File: config.mk
export PLATFORM = sky130hd
export DESIGN_NAME = de0_cv_fd_seg
export DESIGN_NICKNAME = d
export VERILOG_FILES = /design/src/rtl/de0_cv_fd_seg.sv
export SDC_FILE = /design/constraint.sdc
export NUM_CORES = 1
export LEC_CHECK = 0
export ABC_CLOCK_PERIOD_IN_PS = 3700
export BUFFER_PORTS_ARGS = -buffer_cell sky130_fd_sc_hd__buf_2
export CAP_MARGIN = 40
export CORE_ASPECT_RATIO = 0.9
export CORE_MARGIN = 1
export CORE_UTILIZATION = 31
export CTS_CLUSTER_DIAMETER = 30
export DETAILED_ROUTE_END_ITERATION = 12
export PLACE_DENSITY = 0.58
export SLEW_MARGIN = 0
export SYNTH_ARGS = -nofsm -noshare
export SYNTH_HDL_FRONTEND = slang
export SYNTH_SLANG_ARGS = --single-unit
File: constraint.sdc
create_clock -name CLOCK_50 -period 3.7 [get_ports CLOCK_50]
set_input_delay 0.37 -clock CLOCK_50 [delete_from_list [all_inputs] [get_ports CLOCK_50]]
set_output_delay 0.37 -clock CLOCK_50 [all_outputs]
set_load 0.01 [all_outputs]
File: src/rtl/de0_cv_fd_seg.sv
// DE0-CV frequency-divider demo: a switch-selected prescaler makes a slow clock,
// whose rising edges step an 8-bit counter shown on LEDs and 7-segment displays.
module de0_cv_fd_seg #(
  parameter int DIV0 = 25_000_000,
  parameter int DIV1 = 12_500_000,
  parameter int DIV2 = 5_000_000,
  parameter int DIV3 = 2_500_000
) (
  input  logic       CLOCK_50,
  input  logic       RESET_N,
  input  logic       CLOCK2_50,
  input  logic       CLOCK3_50,
  input  logic       CLOCK4_50,
  input  logic [3:0] KEY,
  input  logic [9:0] SW,
  output logic [9:0] LEDR,
  output logic [6:0] HEX0,
  output logic [6:0] HEX1,
  output logic [6:0] HEX2,
  output logic [6:0] HEX3,
  output logic [6:0] HEX4,
  output logic [6:0] HEX5
);

  localparam logic [24:0] DIV0_M1 = 25'(DIV0 - 1);
  localparam logic [24:0] DIV1_M1 = 25'(DIV1 - 1);
  localparam logic [24:0] DIV2_M1 = 25'(DIV2 - 1);
  localparam logic [24:0] DIV3_M1 = 25'(DIV3 - 1);
  localparam logic [6:0]  SEG_BLANK = 7'h7F;

  function automatic logic [6:0] seg7(input logic [3:0] v);
    logic [6:0] s;
    case (v)
      4'h0: s = 7'h40;
      4'h1: s = 7'h79;
      4'h2: s = 7'h24;
      4'h3: s = 7'h30;
      4'h4: s = 7'h19;
      4'h5: s = 7'h12;
      4'h6: s = 7'h02;
      4'h7: s = 7'h78;
      4'h8: s = 7'h00;
      4'h9: s = 7'h10;
      4'hA: s = 7'h08;
      4'hB: s = 7'h03;
      4'hC: s = 7'h46;
      4'hD: s = 7'h21;
      4'hE: s = 7'h06;
      4'hF: s = 7'h0E;
      default: s = SEG_BLANK;
    endcase
    return s;
  endfunction

  logic [1:0]  sync1_q, sel_q, prev_sel_q;
  logic [24:0] cnt_q, cnt_d;
  logic        clk_div_q, clk_div_d;
  logic        tick_q, tick_d;
  logic [7:0]  q_q, q_d;
  logic [24:0] n_m1_s;
  logic        unused_ok;

  assign unused_ok = ^{CLOCK2_50, CLOCK3_50, CLOCK4_50, KEY, SW[9:2]};

  // terminal count for the currently synchronized ratio select
  always_comb begin
    case (sel_q)
      2'd0:    n_m1_s = DIV0_M1;
      2'd1:    n_m1_s = DIV1_M1;
      2'd2:    n_m1_s = DIV2_M1;
      2'd3:    n_m1_s = DIV3_M1;
      default: n_m1_s = DIV0_M1;
    endcase
  end

  // a ratio change restarts the prescaler so a stale count is never compared
  always_comb begin
    cnt_d     = cnt_q + 25'd1;
    clk_div_d = clk_div_q;
    tick_d    = 1'b0;
    q_d       = q_q + {7'd0, tick_q};
    if (sel_q != prev_sel_q) begin
      cnt_d = 25'd0;
    end else if (cnt_q == n_m1_s) begin
      cnt_d     = 25'd0;
      clk_div_d = ~clk_div_q;
      tick_d    = ~clk_div_q;
    end else begin
      cnt_d = cnt_q + 25'd1;
    end
  end

  // all state, with synchronous active-high reset
  always_ff @(posedge CLOCK_50) begin
    if (RESET_N) begin
      sync1_q    <= 2'd0;
      sel_q      <= 2'd0;
      prev_sel_q <= 2'd0;
      cnt_q      <= 25'd0;
      clk_div_q  <= 1'b0;
      tick_q     <= 1'b0;
      q_q        <= 8'd0;
    end else begin
      sync1_q    <= SW[1:0];
      sel_q      <= sync1_q;
      prev_sel_q <= sel_q;
      cnt_q      <= cnt_d;
      clk_div_q  <= clk_div_d;
      tick_q     <= tick_d;
      q_q        <= q_d;
    end
  end

  assign LEDR = {clk_div_q, tick_q, q_q};
  assign HEX0 = seg7(q_q[3:0]);
  assign HEX1 = seg7(q_q[7:4]);
  assign HEX2 = SEG_BLANK;
  assign HEX3 = SEG_BLANK;
  assign HEX4 = seg7({2'b00, prev_sel_q});
  assign HEX5 = SEG_BLANK;

endmodule

# [Word level (Yosys, flattened, before mapping)]
# Memories as Yosys holds them, arrays and structs flattened. A register that Yosys moved wholly into a read port is not among the register bits.
# Index checks and enable logic that the tools add are counted.
[totals] memories=2 reg_bits=41 out_inout_bits=52 in_bits=19 elab_cells=31 mem_bits_ro=224 latchBits=0 ram_bits=0
[mem_list] memory="(name not given)" words=16 word_bits=7 read_ports=1 rd_clocked_by_memory_dff=1 wr=0 line="33" rtl="case (v)"
[mem_list] memory="(name not given)" words=16 word_bits=7 read_ports=1 rd_clocked_by_memory_dff=1 wr=0 line="33"
[classes] bitwise=3 div_mod_pow=0 eq_ne=8 add_sub_neg=2 n_lt_le_gt_ge=0 n_reduce_logical=5 n_mul=0 shift=0 n_mux=4
[op_table] op="$pmux 25 s4" count=1
[op_table] op="$pmux 7 s4" count=1
[op_table] op="$add 25x1->25 const B" count=1
[op_table] op="$eq 25x25->1" count=1
[op_table] op="$add 8x1->8" count=1
[op_table] op="$eq 2x2->1 const B" count=4
[op_table] op="$mux 4" count=2
[op_table] op="$reduce_or 3->1" count=2
[op_table] op="$eq 2x1->1 const B" count=2
[op_table] op="$logic_not 2->1" count=2
[op_table] op="$not 1->1" count=3
[op_table] op="$ne 2x2->1" count=1
[op_table] op="$reduce_and 2->1" count=1

# [Logic depth before layout (Yosys ltp)]
# Gate-level depths: netlist of the first run.
[depth] word_depth=5 ltp_mapped=10 depth_no_buf=10

# [Worst setup path before layout of the first run]
# OpenSTA, ideal clock, no wires.
[synth_path] path_kind="register to register" startpoint="register q_q[0]" endpoint="register, netlist name HEX1[3]" t_required_ns=3.564 slack_ns=1.388 stages_incl_launch_ff=9 synth_period_minus_slack_ns=2.312 arrival_ns=2.176 setup_time_ns=0.136 path_cell_list="dfxtp_1 -> ha_1 -> ha_1 -> nand3_1 -> xor2_1 -> nor2_1 -> inv_1 -> ha_1 -> mux4_1"
[synth_between] elab_chain_cells=2
[synth_rtl] element="start: declaration" line="59" rtl="logic [7:0] q_q, q_d;"
[synth_rtl] element="start signal: assignment" line="110" rtl="q_q <= q_d;"
[synth_rtl] element="$add 8x1->8" line="81" rtl="q_d = q_q + {7'd0, tick_q};"
[synth_rtl] element="$mux 4 (no line)"
# Every way passes these cells.
# A chain may end at the register's enable or synchronous reset.

# [Worst setup path after layout of the first run]
[layout_path] startpoint="register tick_q" endpoint="register, netlist name HEX1[3]"
[layout_between] elab_chain_cells=2
[layout_rtl] element="start: declaration" line="58" rtl="logic tick_q, tick_d;"
[layout_rtl] element="start signal: assignment" line="109" rtl="tick_q <= tick_d;"
[layout_rtl] element="$add 8x1->8" line="81"
[layout_rtl] element="$mux 4 (no line)"
# Every way passes these cells.

==> results of run 1 <==
-- critical path, delay by kind of cell, from the launching register on --
family	cells	cell delay, ps
fa+ha+maj	3	800
mux	1	500
simple gates	2	420
flops	1	370
xor+xnor	1	170
buf+inv	1	170
-- per-stage QoR --
stage / power [µW] / util, % / cells
floorplan: 668 / - / 354
global placement: 657 / 33.5 / 473
detailed placement: 658 / 33.5 / 473
CTS: 1070 / 34.8 / 481
global route: 1100 / 34.8 / 481
finish: 1060 / 34.8 / 481
-- per-layer routing --
layer | part of all wire, % | track usage [%] | wire length (µm) | vias to the layer above
met3 | 3.4 | 2.77 | 186 | 7
met2 | 43 | 19.0 | 2340 | 41
li1 | - | - | - | 1131
met1 | 52 | 15.5 | 2830 | 1004
met4 | 1.2 | 3.81 | 63 | 0
met5 | 0 | 0 | 0 | -
-- power groups by stage --
| stage | combinational [µW] | clock (µW) | sequential [µW] |
|---|---|---|---|
| floorplan | 54.8 | 0 | 614 |
| global placement | 40.7 | 0 | 617 |
| detailed placement | 41.0 | 0 | 617 |
| CTS | 41.4 | 426 | 603 |
| global route | 46.2 | 452 | 605 |
| finish | 40.4 | 413 | 603 |
-- cells by family after synthesis --
| logic type | after synthesis |
|---|---|
| and+or+nand+nor | 133 |
| DFF | 55 |
| buffers and inverters | 55 |
| AOI/OAI and AO/OA | 39 |
| xor gates and xnor gates | 30 |
| adders and majority gates | 15 |
| muxes | 5 |
| other | 2 |
-- sequential cells by signal (all words and copies together) (netlist names) --
name	count
HEX1	7
prev_sel_q	2
sel_q	2
clk_div_q	1
HEX0	7
sync1_q	2
cnt_q	25
q_q	8
tick_q	1
-- layout make-up --
| class | instances | area, µm² | area share, % |
|---|---|---|---|
| Clock inverter | 2 | 35.0 | 1.10 |
| Clock buffer | 6 | 82.6 | 2.60 |
| Multi-Input combinational cell | 244 | 1560 | 49.3 |
| Sequential cell | 55 | 1100 | 34.7 |
| Inverter | 19 | 71.3 | 2.25 |
| Timing Repair Buffer | 33 | 165 | 5.21 |
| Tap cell | 122 | 153 | 4.81 |
-- cells in the mapped netlist (all sizes together) (2+ instances only) --
library cell,instances,area share [%]
dfxtp,55,38
nor2,45,5.8
buf,32,8.3
nand2,20,2.6
inv,19,2.4
ha,15,6.4
xnor2,15,4.5
xor2,15,4.5
nor3,12,2.1
nand3,11,2.1
nor2b,10,2.1
o21ai,8,1.4
o22ai,8,1.7
a21oi,7,1.6
nand4,7,1.5
nand2b,5,1.1
clkbuf,4,0.51
nor4,4,1.1
a211oi,3,0.94
and3,3,0.64
mux2i,3,1.0
nor3b,3,0.77
or3,3,0.81
a22o,2,0.60
a31oi,2,0.43
and2,2,0.43
conb,2,0.26
nand4bb,2,0.77
or2,2,0.43
-- how the worst max path moves through the flow --
stage               depth (start not counted)      end  startpoint
global route                                8  HEX1[3]      tick_q
CTS                                         8  HEX1[3]      tick_q
floorplan                                   8  HEX1[3]      q_q[0]
finish                                      8  HEX1[3]      tick_q
global placement                            8  HEX1[3]      tick_q
detailed placement                          8  HEX1[3]      tick_q
==> results.sh, run 1 <==
export IMPL_grt_max_degree=26
export IMPL_reg2regPathDepth=8
export IMPL_synth_cells=334
export IMPL_drtPass1Iterations=6
export IMPL_drt_total_wl_mm=5.42
export IMPL_io_buffers=33
export IMPL_grt_pass1_vias=2031
export IMPL_final_cell_mix="55 x dfxtp_1, 45 x nor2_1, 33 x buf_2"
export IMPL_n_antenna_cell=0
export IMPL_cts_clk_slew_worst_paths_ps=90
export IMPL_drv_slew=0
export IMPL_fp_row_count=33
export IMPL_holdWs_ps=285
export IMPL_grt_usage_pct=11.8
export IMPL_end_kind="register"
export IMPL_critPathKind="register to register"
export IMPL_setup_viol_count_final=0
export IMPL_synth_edf_count=0
export IMPL_synth_top_family_by_area="simple AND/OR/NAND/NOR gates"
export IMPL_drt_vias_per_instance=4.54
export IMPL_async_flop_share_pct=0
export IMPL_numCtsBuffers=5
export IMPL_swShare_pct=21.7
export IMPL_start_kind="register"
export IMPL_layout_commonest_cell="dfxtp_1"
export IMPL_final_hold_viol_count=0
export IMPL_p_comb_share_pct=3.8
export IMPL_synthXorXnorAreaFrac_pct=9.01
export IMPL_clockRootBuffer="clkbuf_8"
export IMPL_ys_seq_area_share_pct=37.7
export IMPL_drc=0
export IMPL_status="complete, no violations"
export IMPL_tightest_slew_ps=569
export IMPL_crit_path_cell_trace="ha_1, ha_1, nand3_1, xor2_1, nor2_1, inv_1, ha_1, mux4_1"
export IMPL_start_util_pct=32.0
export IMPL_p_switching_uw=230
export IMPL_yosysWarnings=0
export IMPL_vias=2183
export IMPL_cts_max_path_buffers=2
export IMPL_ir_drop_v=0.000166
export IMPL_timing_rr_end="HEX1[3]"
export IMPL_drive_gt1_share_pct=14.5
export IMPL_worstHoldEndpoint="sync1_q[0]"
export IMPL_fp_coreArea_um2=9130
export IMPL_grt_first_pass_wirelength_mm=9.43
export IMPL_pre_cts_slack_ps=1230
export IMPL_dpl_cell_area_um2=3050
export IMPL_muxShareOfSynthArea_pct=2.32
export IMPL_ant_nets=0
export IMPL_hold_buffers=0
export IMPL_drt_iter0_markers=63
export IMPL_h_tree_depth=2
export IMPL_critPathMaxStageDelay_ps=500
export IMPL_holdPathStages=2
export IMPL_ys_ff_latch=55
export IMPL_synth_area_um2=2920
export IMPL_ys_types=52
export IMPL_worstHoldStart="SW[0]"
export IMPL_cp_slowest_cell="mux4_1"
export IMPL_finalNetCount=392
export IMPL_gp_congestion=0.734
export IMPL_antenna_found_initial=0
export IMPL_avgSynthCellArea_um2=8.74
export IMPL_cts_resized=0
export IMPL_grt_ovfl_total=0
export IMPL_cp_required_ps=3890
export IMPL_slew_limit_headroom_pct=61.0
export IMPL_cpMostUsedCell="ha_1"
export IMPL_hold_path_class="input port to register"
export IMPL_synth_compound_area_share_pct=9.73
export IMPL_final_area_um2=3170
export IMPL_post_route_min_period_ps=2540
export IMPL_max_cap_violations=0
export IMPL_clock_sinks=55
export IMPL_grt_setup_unrepaired="no"
export IMPL_cts_setup_buffers=0
export IMPL_skew_ps=8.23
export IMPL_power_density_nw_per_um2=333
export IMPL_clock_latency_ps=310
export IMPL_cts_tree="done"
export IMPL_synthAdderAreaFrac_pct=6.43
export IMPL_cp_max_fo=6
export IMPL_die_area_um2=9810
export IMPL_layout_setup_ws_ps=1160
export IMPL_cellLeakagePower_uw=0.00125
export IMPL_cp_arrival_ps=2720
export IMPL_area_growth_pct=8.70
export IMPL_fmax_ghz=0.394
export IMPL_hpwl_mm=3.98
export IMPL_n_fill_cell=951
export IMPL_io_pins=71
export IMPL_synthSimpleGateAreaFrac_pct=23.3
export IMPL_wl_per_cell_um=11.3
export IMPL_ys_flop_type="dfxtp_1"
export IMPL_die_height_um=94.0
export IMPL_die_w_um=104
export IMPL_pwr_share_seq_pct=57.1
export IMPL_finalCritPeriodShare_pct=68.6
export IMPL_rrSetupSlack_ps=1160
export IMPL_tns_ps=0
export IMPL_internal_power_uw=827
export IMPL_r2r_start="tick_q"
export IMPL_pwr_share_clk_pct=39.1
No activity file was read; power rests on OpenSTA's default activity.
==> run 2: changes to the inputs <==
ABC_AREA = 1   (was not set)
ABC_CLOCK_PERIOD_IN_PS = 2480   (was 3700)
PLACE_DENSITY = 0.57   (was 0.58)
clock period = 2.48 ns   (was 3.7 ns; I/O delays follow)
==> run 2 against run 1 <==
  * Total power rose by 58%
  * Maximum frequency increased by 26%
  * Critical path type unchanged
  * Flip-flop and latch count is the same
  * Largest cell class unchanged
  * Area after synthesis up 12%
  * Core utilization is essentially flat
  * Sequential power rose by 49%
  * Routed wire length is 19% higher
  * Largest power group unchanged
  * Clock power grew 69%
==> results.sh, run 2 <==
export IMPL_status="complete, no violations"
export IMPL_hpwl_mm=4.99
export IMPL_die_height_um=99.3
export IMPL_synthTopCellsByCount="146 x nand2_1, 76 x nor2_1, 71 x inv_1"
export IMPL_die_area_um2=10900
export IMPL_synth_most_common_cell="nand2_1"
export IMPL_clock_latency_ps=300
export IMPL_grt_max_degree=26
export IMPL_start_kind="register"
export IMPL_n_fill_cell=1122
export IMPL_n_antenna_cell=0
export IMPL_fp_row_count=35
export IMPL_slew_limit_headroom_pct=62.1
export IMPL_finalNetCount=555
export IMPL_drv_slew=0
export IMPL_cellLeakagePower_uw=0.00171
export IMPL_cts_setup_buffers=0
export IMPL_start_util_pct=31.8
export IMPL_clock_sinks=55
export IMPL_skew_ps=9.74
export IMPL_hold_path_class="input port to register"
export IMPL_instances_no_fill=650
export IMPL_grt_ovfl_total=0
export IMPL_vias=2755
export IMPL_fmax_ghz=0.497
export IMPL_top_regs="cnt_q x25, q_q x8"
export IMPL_h_tree_depth=2
export IMPL_largest_register="cnt_q"
export IMPL_synth_area_leaders="dfxtp_1 34%, nand2_1 17%, nor2_1 8.8%"
export IMPL_finalCritPeriodShare_pct=81.2
export IMPL_yosysTopAreaCellShare_pct=33.8
export IMPL_drc=0
export IMPL_cts_resized=0
export IMPL_yosys_area_top_type="dfxtp_1"
export IMPL_io_pins=71
export IMPL_drt_vias_per_instance=4.24
export IMPL_multi_input_area_um2=1710
export IMPL_grt_setup_unrepaired="no"
export IMPL_setup_viol_count_final=0
export IMPL_async_flop_share_pct=0
export IMPL_final_hold_viol_count=0
export IMPL_drt_total_wl_mm=6.43
export IMPL_ys_seq_area_share_pct=33.8
export IMPL_ir_drop_v=0.000247
export IMPL_grt_usage_pct=13.2
export IMPL_synth_area_um2=3260
export IMPL_hold_buffers=0
export IMPL_wl_per_cell_um=9.89
export IMPL_drive_gt1_share_pct=11.7
export IMPL_ys_ff_latch=55
export IMPL_numCtsBuffers=5
export IMPL_antenna_found_initial=0
export IMPL_synth_edf_count=0
export IMPL_cp_required_ps=2680
export IMPL_post_route_min_period_ps=2010
export IMPL_cts_clk_slew_worst_paths_ps=70
export IMPL_max_cap_violations=0
export IMPL_holdWs_ps=160
export IMPL_cpMostUsedCell="nand2_1"
export IMPL_ff_latch_area_um2=1100
export IMPL_critPathKind="register to register"
export IMPL_fp_coreArea_um2=10200
export IMPL_cp_max_fo=7
export IMPL_tightest_slew_ps=566
export IMPL_grt_first_pass_wirelength_mm=11.4
export IMPL_synth_cells=491
export IMPL_final_cell_mix="146 x nand2_1, 76 x nor2_1, 71 x inv_1"
export IMPL_ys_flop_type="dfxtp_1"
export IMPL_ys_types=30
export IMPL_die_w_um=110
export IMPL_grt_pass1_vias=2503
export IMPL_drtPass1Iterations=7
export IMPL_cts_tree="done"
export IMPL_avgSynthCellArea_um2=6.64
export IMPL_tns_ps=0
export IMPL_drt_iter0_markers=134
export IMPL_ant_nets=0
export IMPL_crit_path_cell_trace="ha_1, ha_1, nand2_1, nor2_1, nor2_1, nand2_1, inv_1, ha_1, nand2_1, o21ai_0, nand2_1, nand2_1"
export IMPL_critPathMaxStageDelay_ps=360
export IMPL_end_kind="register"
export IMPL_cp_slowest_cell="dfxtp_1"
export IMPL_gp_congestion=0.887
export IMPL_clockRootBuffer="clkbuf_16"
export IMPL_cp_arrival_ps=2210
export IMPL_layout_commonest_cell="nand2_1"
export IMPL_power_density_nw_per_um2=468
export IMPL_numPlacedInstances=643
export IMPL_largest_reg_flops=25
export IMPL_area_growth_pct=9.45
export IMPL_cts_max_path_buffers=2
export IMPL_yosysWarnings=0
export IMPL_io_buffers=33
==> run 2: critical path, delay by kind of cell, from the launching register on <==
| family | cells | cell delay, ps |
|---|---|---|
| AO/OA/AOI/OAI | 1 | 90 |
| AND/OR/NAND/NOR | 7 | 760 |
| flip-flops | 1 | 360 |
| adder cells (fa/ha/maj) | 3 | 590 |
| buffers and inverters | 1 | 120 |
==> run 2: kinds of logic after synthesis <==
group / Yosys count / synth area share, %
xor gates and xnor gates: 20 / 5.38
adders and majority gates: 15 / 5.76
other: 2 / 0.231
and+or+nand+nor: 274 / 35.3
buffers and inverters: 104 / 16.0
DFF: 55 / 33.8
AOI/OAI and AO/OA: 21 / 3.53
==> run 2: routing by layer <==
metal  part of all wire, %  vias to the layer above  GRT usage (%)
met5                     0                        -              0
met4                   1.7                        0           4.72
met3                   4.4                        9           3.28
met2                    45                       52           20.8
met1                    49                     1215           17.5
li1                      -                     1479              -
==> run 2: final cells by class <==
type                    instances  share of cell area [%]
clock buffers                   5                    3.51
clock inverters                 2                   0.456
inverters                      72                    7.58
multi-input cells             352                    48.0
flip-flops and latches         55                    30.9
well taps                     129                    4.53
repair buffers                 35                    5.05
==> run 2: final timing paths <==
| check | slack (ps) | endpoint | start | cells past startpoint |
|---|---|---|---|---|
| setup / recovery | 470 | HEX1[3] | tick_q | 12 |
| hold / removal | 160 | sync1_q[0] | SW[0] | 3 |
| setup reg to reg | 470 | HEX1[3] | tick_q | 12 |
| hold reg to reg | 410 | sel_q[1] | sync1_q[1] | 2 |
==> run 2: where the power goes <==
group	switching [µW]	internal [µW]
sequential	7.48	890
combinational	56.0	18.2
clock	323	373
==> run 2: through the flow <==
step           instance area [µm²]  utilization, %  total power [µW]  worst slack, ps
2_1_floorplan                 3330               -              1010              671
3_3_place_gp                  3420            33.4               992              516
3_5_place_dp                  3420            33.4               993              473
4_1_cts                       3570            34.8              1700              444
5_1_grt                       3570            34.8              1750              207
6_report                      3570            34.8              1670              466
==> run 3: changes to the inputs <==
ABC_CLOCK_PERIOD_IN_PS = 1900   (was 2480)
clock period = 1.9 ns   (was 2.48 ns; I/O delays follow)
==> run 3 against run 2 <==
  * Worst setup slack got worse by 340 ps
  * Total power up 33%
  * Sequential power is 30% higher
  * Highest routed layer unchanged
  * Flip-flop and latch count did not move
  * Sequential share of layout area fell by 1.6 points
  * Clock skew is 5.2 ps lower
  * Cell area rose by 5.7%
  * Clock-buffer cell count is the same
  * Final cell count grew 1.4%
  * Global-route usage is 0.62 points higher
  * First-iteration DRC count down 14%
  * Non-clock buffer count grew 9
==> results.sh, run 3 (synthesis results as in run 2) <==
export IMPL_vias=2817
export IMPL_cp_arrival_ps=1970
export IMPL_cts_setup_buffers=0
export IMPL_wl_met1_mm=3.29
export IMPL_end_kind="register"
export IMPL_cpMostUsedCell="nand2_1"
export IMPL_drt_iter0_markers=115
export IMPL_status="complete, no violations"
export IMPL_cp_slowest_cell="dfxtp_2"
export IMPL_drtPass1Iterations=6
export IMPL_critPathKind="register to register"
export IMPL_path_buf_inv=2
export IMPL_cellLeakagePower_uw=0.00176
export IMPL_drc=0
export IMPL_ir_drop_v=0.000380
export IMPL_instances_no_fill=659
export IMPL_cts_tree="done"
export IMPL_io_buffers=33
export IMPL_grt_ovfl_total=0
export IMPL_start_kind="register"
export IMPL_routed_wl_met3_um=280
export IMPL_n_fill_cell=1107
export IMPL_hpwl_mm=5.19
export IMPL_final_hold_viol_count=0
export IMPL_drive_gt1_share_pct=16.6
export IMPL_final_cell_mix="144 x nand2_1, 73 x nor2_1, 67 x inv_1"
export IMPL_cts_clk_slew_worst_paths_ps=70
export IMPL_skew_ps=4.57
export IMPL_cts_max_path_buffers=2
export IMPL_power_density_nw_per_um2=587
export IMPL_drt_total_wl_mm=6.79
export IMPL_max_cap_violations=0
export IMPL_antenna_found_initial=0
export IMPL_numPlacedInstances=652
export IMPL_crit_family="simple AND/OR/NAND/NOR gates"
export IMPL_clockRootBuffer="clkbuf_16"
export IMPL_finish_utilization_pct=36.8
export IMPL_grt_usage_pct=13.9
export IMPL_die_area_um2=10900
export IMPL_grt_first_pass_wirelength_mm=11.8
export IMPL_start_util_pct=31.8
export IMPL_die_w_um=110
export IMPL_worstHoldStart="SW[1]"
export IMPL_numCtsBuffers=5
export IMPL_finalNetCount=564
export IMPL_startpoint="q_q[0]"
export IMPL_die_height_um=99.3
export IMPL_drv_slew=0
export IMPL_hold_path_class="input port to register"
export IMPL_critPathMaxStageDelay_ps=360
export IMPL_fmax_ghz=0.565
export IMPL_fp_coreArea_um2=10200
export IMPL_met2RoutedLength_mm=3.15
export IMPL_clock_sinks=55
export IMPL_h_tree_depth=2
export IMPL_cp_required_ps=2100
export IMPL_cp_max_fo=4
export IMPL_io_pins=71
export IMPL_grt_pass1_vias=2551
export IMPL_ant_nets=0
export IMPL_post_route_min_period_ps=1770
export IMPL_grt_max_degree=18
export IMPL_gp_congestion=0.849
export IMPL_wl_per_cell_um=10.3
export IMPL_hold_buffers=0
export IMPL_clock_latency_ps=300
export IMPL_fp_row_count=35
export IMPL_layout_commonest_cell="nand2_1"
export IMPL_final_area_um2=3770
export IMPL_largest_register="cnt_q"
export IMPL_setup_viol_count_final=0
export IMPL_n_antenna_cell=0
export IMPL_top_layer_used="met4"
export IMPL_largest_reg_flops=25
export IMPL_drt_vias_per_instance=4.27
export IMPL_finalCritPeriodShare_pct=93.1
export IMPL_area_growth_pct=15.7
export IMPL_r2r_start="q_q[0]"
export IMPL_dpl_cell_area_um2=3520
export IMPL_crit_path_cell_trace="ha_4, nand3_2, nor2_4, nand2_1, nand2_1, nand3_4, inv_2, ha_1, inv_1, o21ai_1, nand2_1, nand2_1"
export IMPL_top_regs="cnt_q x25, q_q x8"
run 3: worst paths after layout:
check        slack (ps)  cells after the start    endpoint
min                 100                      3  sync1_q[1]
max reg2reg         130                     12     HEX1[3]
max                 130                     12     HEX1[3]
min reg2reg         400                      2    sel_q[0]
run 3: tightest hold or removal path, stage by stage:
cell	delay, ps
buf_2	90
inv_1	30
nor2_1	60
run 3: per-layer routing:
layer | vias up | track usage, %
met5 | - | 0
met4 | 0 | 5.54
met3 | 7 | 3.15
met2 | 48 | 21.7
met1 | 1256 | 18.3
li1 | 1506 | -
run 3: area by class of cell:
class	instances	area (µm²)	share of cell area (%)
multi-input combinational	352	1810	48.0
sequential	55	1100	29.3
inverter	72	275	7.30
clock inverter	2	17.5	0.465
timing repair buffer	44	277	7.34
clock buffer	5	125	3.32
tap	129	161	4.28
run 3: through the flow:
stage	power [µW]	setup WS, ps	hold slack (ps)	setup TNS [ps]
2_1_floorplan	1320	91.0	297	0
4_1_cts	2240	3.60	90.0	0
6_report	2210	130	105	0
5_1_grt	2310	-2.43	106	-2.43
3_5_place_dp	1320	-4.83	395	-4.83
3_3_place_gp	1310	66.8	390	0
run 3: where the power goes:
part / internal [µW] / switching, µW / total (µW)
Sequential: 1160 / 5.83 / 1170
Combinational: 39.5 / 82.4 / 122
Clock: 489 / 435 / 924
Total: 1690 / 523 / 2210
run 3: what timing repair did:
item,in CTS,in global routing
resized for setup,2,30
endpoints found under the setup margin,3,10
pin swaps,0,4
